**src/rtl/csr_hpm_pkg.sv**
```systemverilog
// csr_defines: CSR address map, ID constants and event-selector type
// shared by csr_hpm and its counters.
package csr_defines;

    // Exact-match addresses
    localparam logic [11:0] ADDR_MISA          = 12'h301;
    localparam logic [11:0] ADDR_MVENDORID     = 12'hF11;
    localparam logic [11:0] ADDR_MARCHID       = 12'hF12;
    localparam logic [11:0] ADDR_MCOUNTINHIBIT = 12'h320;

    // 32-entry blocks, matched on addr[11:5]; addr[4:0] is the counter number
    localparam logic [6:0] BLK_MHPMEVENT = 7'h19;  // 0x320..0x33F
    localparam logic [6:0] BLK_MCNT_LO   = 7'h58;  // 0xB00..0xB1F
    localparam logic [6:0] BLK_MCNT_HI   = 7'h5C;  // 0xB80..0xB9F
    localparam logic [6:0] BLK_UCNT_LO   = 7'h60;  // 0xC00..0xC1F
    localparam logic [6:0] BLK_UCNT_HI   = 7'h64;  // 0xC80..0xC9F

    // RV32IM, machine mode only
    localparam logic [31:0] MISA_VAL      = 32'h4000_1100;
    localparam logic [31:0] MVENDORID_VAL = 32'h0000_0000;
    localparam logic [31:0] MARCHID_VAL   = 32'h0000_002A;

    localparam int SEL_W = 5;
    typedef logic [SEL_W-1:0] evt_sel_t;

    // Counter slot j -> CSR counter number: slot 0 mcycle(0), slot 1
    // minstret(2), slot 2+i hpm(3+i).
    function automatic logic [4:0] cnt_num(input int j);
        return (j == 0) ? 5'd0 : 5'(j + 1);
    endfunction

endpackage

```
**src/rtl/hpm_counter.sv**
```systemverilog
// hpm_counter: one CNT_W-bit counter with independent 32-bit low/high
// half writes (write beats increment) and a wrap pulse for overflow.
module hpm_counter #(
    parameter int CNT_W = 64
) (
    input  logic             clock,
    input  logic             reset_n,
    input  logic             wr_lo,
    input  logic             wr_hi,
    input  logic [31:0]      wdata,
    input  logic             inc,
    output logic [CNT_W-1:0] cnt,
    output logic             wrap
);

    // only an increment-driven all-ones -> 0 transition counts as a wrap
    assign wrap = inc & ~wr_lo & ~wr_hi & (&cnt);

    // half write has priority over increment
    always_ff @(posedge clock or negedge reset_n) begin
        if (!reset_n)
            cnt <= '0;
        else if (wr_lo)
            cnt[31:0] <= wdata;
        else if (wr_hi)
            cnt[CNT_W-1:32] <= wdata[CNT_W-33:0];
        else if (inc)
            cnt <= cnt + CNT_W'(1);
    end

endmodule

```
**src/rtl/csr_hpm.sv**
```systemverilog
// csr_hpm: machine counter/ID CSR file -- mcycle, minstret, NUM_HPM
// programmable hpmcounters with event selectors, mcountinhibit and user
// read-only shadows. Optional macro HPM_OVF_IRQ_EN adds the sticky OF bit
// in mhpmevent[31] and a registered overflow interrupt.
module csr_hpm
    import csr_defines::*;
#(
    parameter int NUM_HPM = 4,
    parameter int CNT_W   = 64,
    parameter int EVT_W   = 8
) (
    input  logic             clock,
    input  logic             reset_n,
    input  logic             wen,
    input  logic [11:0]      addr,
    input  logic [31:0]      wdata,
    input  logic             is_inst_ret,
    input  logic [EVT_W-1:0] events,
    output logic [31:0]      rdata,
    output logic             illegal,
    output logic             ovf_irq
);

    localparam int NCNT = NUM_HPM + 2;
    localparam logic [31:0] INH_MASK = (((32'd1 << NUM_HPM) - 32'd1) << 3) | 32'h5;

    logic [NCNT-1:0][CNT_W-1:0] cnt;
    logic [NCNT-1:0]            inc, wr_lo, wr_hi, wrap;
    logic [31:0]                inh_q;
    evt_sel_t [NUM_HPM-1:0]     sel_q;
    logic [NUM_HPM-1:0]         evt_we;
    logic                       inh_we;
    logic [63:0]                cval;
    logic [4:0]                 n;
    logic [6:0]                 blk;
    logic                       hi, ro;
`ifdef HPM_OVF_IRQ_EN
    logic [NUM_HPM-1:0]         of_q;
    logic                       ovf_q;
`endif

    assign n   = addr[4:0];
    assign blk = addr[11:5];
    assign hi  = addr[7];
    assign ro  = (addr[11:8] == 4'hC);

    // address decode: read mux, illegal flag and per-register write strobes
    always_comb begin
        rdata   = '0;
        illegal = 1'b1;
        wr_lo   = '0;
        wr_hi   = '0;
        evt_we  = '0;
        inh_we  = 1'b0;
        cval    = '0;
        if (addr == ADDR_MISA) begin
            rdata   = MISA_VAL;
            illegal = wen;
        end else if (addr == ADDR_MVENDORID) begin
            rdata   = MVENDORID_VAL;
            illegal = wen;
        end else if (addr == ADDR_MARCHID) begin
            rdata   = MARCHID_VAL;
            illegal = wen;
        end else if (addr == ADDR_MCOUNTINHIBIT) begin
            rdata   = inh_q;
            illegal = 1'b0;
            inh_we  = wen;
        end else if (blk == BLK_MHPMEVENT) begin
            for (int i = 0; i < NUM_HPM; i++) begin
                if (n == 5'(3 + i)) begin
                    rdata = {27'd0, sel_q[i]};
`ifdef HPM_OVF_IRQ_EN
                    rdata[31] = of_q[i];
`endif
                    illegal   = 1'b0;
                    evt_we[i] = wen;
                end
            end
        end else if (blk == BLK_MCNT_LO || blk == BLK_MCNT_HI ||
                     blk == BLK_UCNT_LO || blk == BLK_UCNT_HI) begin
            for (int j = 0; j < NCNT; j++) begin
                if (n == cnt_num(j)) begin
                    cval     = 64'(cnt[j]);
                    rdata    = hi ? cval[63:32] : cval[31:0];
                    illegal  = ro & wen;
                    wr_lo[j] = wen & ~ro & ~hi;
                    wr_hi[j] = wen & ~ro & hi;
                end
            end
        end
    end

    assign inc[0] = ~inh_q[0];
    assign inc[1] = is_inst_ret & ~inh_q[2];

    for (genvar i = 0; i < NUM_HPM; i++) begin : g_evt
        logic ev_hit;
        // selected event for this counter; selector 0 or >EVT_W never matches
        always_comb begin
            ev_hit = 1'b0;
            for (int k = 0; k < EVT_W; k++)
                if (sel_q[i] == evt_sel_t'(k + 1)) ev_hit = events[k];
        end
        assign inc[2+i] = ev_hit & ~inh_q[3+i];
    end

    for (genvar j = 0; j < NCNT; j++) begin : g_cnt
        hpm_counter #(.CNT_W(CNT_W)) u_cnt (
            .clock   (clock),
            .reset_n (reset_n),
            .wr_lo   (wr_lo[j]),
            .wr_hi   (wr_hi[j]),
            .wdata   (wdata),
            .inc     (inc[j]),
            .cnt     (cnt[j]),
            .wrap    (wrap[j])
        );
    end

    // mcountinhibit and event selectors; unimplemented inhibit bits stay 0
    always_ff @(posedge clock or negedge reset_n) begin
        if (!reset_n) begin
            inh_q <= '0;
            sel_q <= '0;
        end else begin
            if (inh_we) inh_q <= wdata & INH_MASK;
            for (int i = 0; i < NUM_HPM; i++)
                if (evt_we[i]) sel_q[i] <= wdata[SEL_W-1:0];
        end
    end

`ifdef HPM_OVF_IRQ_EN
    // sticky OF: a wrap in the same cycle as a clearing write still sets it;
    // irq follows the OR of OF bits one cycle later
    always_ff @(posedge clock or negedge reset_n) begin
        if (!reset_n) begin
            of_q  <= '0;
            ovf_q <= 1'b0;
        end else begin
            for (int i = 0; i < NUM_HPM; i++)
                of_q[i] <= (evt_we[i] ? wdata[31] : of_q[i]) | wrap[2+i];
            ovf_q <= |of_q;
        end
    end
    assign ovf_irq = ovf_q;
`else
    assign ovf_irq = 1'b0;
`endif

    // mcycle/minstret wraps (and all wraps without the irq) have no consumer
    logic unused_wrap;
    assign unused_wrap = ^wrap;

endmodule

```
**config.mk**
```make
export PLATFORM = sky130hd
export DESIGN_NAME = csr_hpm
export DESIGN_NICKNAME = d
export VERILOG_FILES = /design/src/rtl/csr_hpm_pkg.sv /design/src/rtl/hpm_counter.sv /design/src/rtl/csr_hpm.sv
export SDC_FILE = /design/constraint.sdc
export NUM_CORES = 2
export LEC_CHECK = 0
export ABC_AREA = 1
export ABC_CLOCK_PERIOD_IN_PS = 2250
export CAP_MARGIN = 0
export CORE_ASPECT_RATIO = 0.9
export CORE_MARGIN = 2
export CORE_UTILIZATION = 40
export CTS_BUF_LIST = sky130_fd_sc_hd__clkbuf_4 sky130_fd_sc_hd__clkbuf_8 sky130_fd_sc_hd__clkbuf_16
export CTS_CLUSTER_DIAMETER = 40
export CTS_CLUSTER_SIZE = 8
export DETAILED_ROUTE_END_ITERATION = 10
export GPL_ROUTABILITY_DRIVEN = 0
export PLACE_DENSITY_LB_ADDON = 0.05
export SLEW_MARGIN = 20
export SYNTH_ARGS = -nofsm -noshare
export SYNTH_HDL_FRONTEND = slang
export SYNTH_SLANG_ARGS = --single-unit
```
**constraint.sdc**
```tcl
create_clock -name clock -period 2.25 [get_ports clock]
set_input_delay 0.225 -clock clock [delete_from_list [all_inputs] [get_ports clock]]
set_output_delay 0.225 -clock clock [all_outputs]
set_load 0.05 [all_outputs]
```
==> results.sh <==
export IMPL_hold_viol=0
export IMPL_synth_top_area_cell="nand2_1"
export IMPL_syn_inst=6498
export IMPL_core_um2=89500
export IMPL_placed_cells=8057
export IMPL_final_period_utilization=1.12
export IMPL_start_util=0.404
export IMPL_cp_data_arrival_time_ns=2.30
export IMPL_max_cap_violations=0
export IMPL_reg2reg_to="g_cnt[1].u_cnt.cnt[61]$_DFFE_PN0P_"
export IMPL_end_kind="output pin"
export IMPL_drt_iter0_drc=5653
export IMPL_pre_cts_slack_ns=-0.753
export IMPL_synth_async_reset_ratio=1.00
export IMPL_avgSynthCellArea_um2=5.57
export IMPL_ant_nets=0
export IMPL_rows=104
export IMPL_finalPower_w=0.0320
export IMPL_worst_pin_slew_ns=0.890
export IMPL_clk_pin_slew_ns=0.05
export IMPL_io_buffers=88
export IMPL_slew_headroom=0.406
export IMPL_via_count=46400
export IMPL_peakVddDrop_v=0.000645
export IMPL_cts_buffers=97
export IMPL_leakage_nw=23.6
export IMPL_drive_gt1_frac=0.189
export IMPL_ff_latch_area_um2=10400
export IMPL_power_density_nw_per_um2=647
export IMPL_critPathRequiredTime_ns=2.03
export IMPL_dpl_hpwl_um=144000
export IMPL_cts_sinks=410
export IMPL_die_area_um2=92800
export IMPL_insertion_delay_ns=0.69
export IMPL_violations="setup timing"
export IMPL_synth_cell_types=40
export IMPL_die_x_um=321
export IMPL_fin_nets=7237
export IMPL_reg2reg_slack_ns=0.03
export IMPL_critPathLaunchType="flip-flop"
export IMPL_ys_ff_latch=410
export IMPL_pwr_share_clk=0.468
export IMPL_syn2layout_area_growth_pct=36.9
export IMPL_grt_max_degree=72
export IMPL_status="finished with violations"
export IMPL_viasPerCell=5.50
export IMPL_skew_ns=0.0244
export IMPL_syn_nets=6560
export IMPL_fin_cells=8427
export IMPL_tns_ns=-4.99
export IMPL_grt_antenna_before_repair=5
export IMPL_cts_htree_levels=3
export IMPL_synth_edff_count=0
export IMPL_fillers=9097
export IMPL_first_pass_iters=8
export IMPL_place_area_um2=42800
export IMPL_yosys_top_cells_area="nand2_1 31%, dfrtp_1 28%, nor2_1 9.4%"
export IMPL_yosysTopAreaCellShare=0.315
export IMPL_die_y_um=289
export IMPL_multi_input_area_um2=24400
export IMPL_finalMaxSlewViolations=0
export IMPL_grt_ovfl_total=0
export IMPL_period_minus_slack_ns=2.52
export IMPL_drc_errors=0
export IMPL_fmax_mhz=396
export IMPL_grt_pass1_wl_um=279000
export IMPL_reg2reg_depth=18
export IMPL_synth_most_common_cell="nand2_1"
export IMPL_wirelength_um=194000
export IMPL_yosysWarnings=0
export IMPL_first_global_vias=42400
export IMPL_swShare=0.349
export IMPL_routedWlPerCell_um=23.0
export IMPL_synth_common_cells="3033 x nand2_1, 904 x nor2_1, 508 x inv_1"
export IMPL_p_int_w=0.0209
export IMPL_synth_ff_type="dfrtp_1"
export IMPL_grt_setup_unrepaired="yes"
export IMPL_netSwitchingPower_w=0.0112
export IMPL_cts_root_buffer="clkbuf_16"
export IMPL_cts_tree="yes"
export IMPL_seqPwrFrac=0.281
export IMPL_clk_path_buf_depth=3
export IMPL_setup_viol=32
export IMPL_track_usage=0.408
export IMPL_crit_type="flip-flop to output pin"
export IMPL_ios=90
export IMPL_synth_area_um2=36200
export IMPL_hold_class="input pin to async pin"
export IMPL_path_max_fanout=2
export IMPL_setup_slack_ns=-0.274
export IMPL_seq_area_frac_synth=0.284
export IMPL_r2r_start="g_cnt[1].u_cnt.cnt[61]$_DFFE_PN0P_"
export IMPL_comb_power_share=0.251
export IMPL_finalInstanceArea_um2=49500
final cells by class:
type / count / share of cell area
repair inverters: 1 / 0.000152
inverters: 525 / 0.0403
clock inverters: 49 / 0.0126
diodes: 6 / 0.000303
well taps: 1166 / 0.0295
multi-input cells: 5327 / 0.493
clock buffers: 130 / 0.0565
repair buffers: 813 / 0.159
flip-flops and latches: 410 / 0.209
worst max-delay path, stage by stage, from the launching register on:
cell	delay, ns
dfrtp_1	0.39
inv_2	0.09
nand2_2	0.05
o21ai_1	0.07
buf_4	0.16
nor2_4	0.05
a211oi_4	0.40
a31oi_4	0.21
buf_12	0.20
layout by cell type, fill, tap and decap left out, types with 100 or more instances in the layout:
cell type     n
buf_4       600
clkbuf_16   100
dfrtp_1     325
inv_1       440
nand2_1    2975
nand3_1     376
nand4_1     146
nor2_1      862
o21ai_0     330
xor2_1      140
state kept, by name, indices dropped and copies added (netlist names):
signal and flops:
g_cnt.u_cnt.cnt 384, sel_q 20, inh_q 6
stage by stage:
stage	hold WS, ns	util
final	0.0627	0.553
after global routing	0.0840	0.553
after CTS	0.0615	0.543
after detailed placement	0.172	0.478
after global placement	0.171	0.478
after floorplan	-0.0706	-
power groups by stage:
stage / Clock, W / Combinational [W] / Sequential (W)
2_1_floorplan: 0 / 0.00409 / 0.00879
3_3_place_gp: 0 / 0.00684 / 0.00915
3_5_place_dp: 0 / 0.00688 / 0.00914
4_1_cts: 0.0151 / 0.00758 / 0.00895
5_1_grt: 0.0155 / 0.00872 / 0.00906
6_report: 0.0150 / 0.00804 / 0.00899
routing by layer:
metal | track usage | routed length (um) | share of wire | up-vias
met4 | 0.281 | 15500 | 0.080 | 2
met3 | 0.101 | 22400 | 0.12 | 597
met5 | 0.00657 | 82 | 0.00042 | -
li1 | - | - | - | 21800
met1 | 0.531 | 76900 | 0.40 | 21200
met2 | 0.595 | 78700 | 0.41 | 2708
kinds of logic (layout without fill, tap and decap cells):
group / after synthesis / in the layout / synth area share
xor+xnor: 153 / 153 / 0.0371
flops: 410 / 410 / 0.284
fa+ha+maj: 6 / 6 / 0.00208
buf+inv: 761 / 1518 / 0.0836
simple gates: 4557 / 4557 / 0.503
compound gates: 610 / 610 / 0.0907
other cells: 1 / 7 / 0.000104
worst max path at each step:
stage,slack (ns),depth (start not counted),to,start
final,-0.27,8,rdata[16],g_cnt[1].u_cnt.cnt[48]$_DFFE_PN0P_
after global routing,-0.33,11,rdata[3],g_cnt[1].u_cnt.cnt[35]$_DFFE_PN0P_
after CTS,-0.25,11,rdata[3],g_cnt[1].u_cnt.cnt[35]$_DFFE_PN0P_
after detailed placement,-0.75,11,rdata[18],addr[3]
after global placement,-0.71,12,rdata[15],addr[3]
after floorplan,0.003,8,rdata[2],addr[7]
repair_timing:
item / in CTS / in global routing
buffers inserted: 154 / 57
endpoints found under the setup margin: 34 / 64
pin swaps: 126 / 113
hold buffers: 1 / 0
resized for setup: 463 / 187
hold endpoints to repair: 352 / 0
cloned: 5 / 1
(Power assumes the default switching activity.)
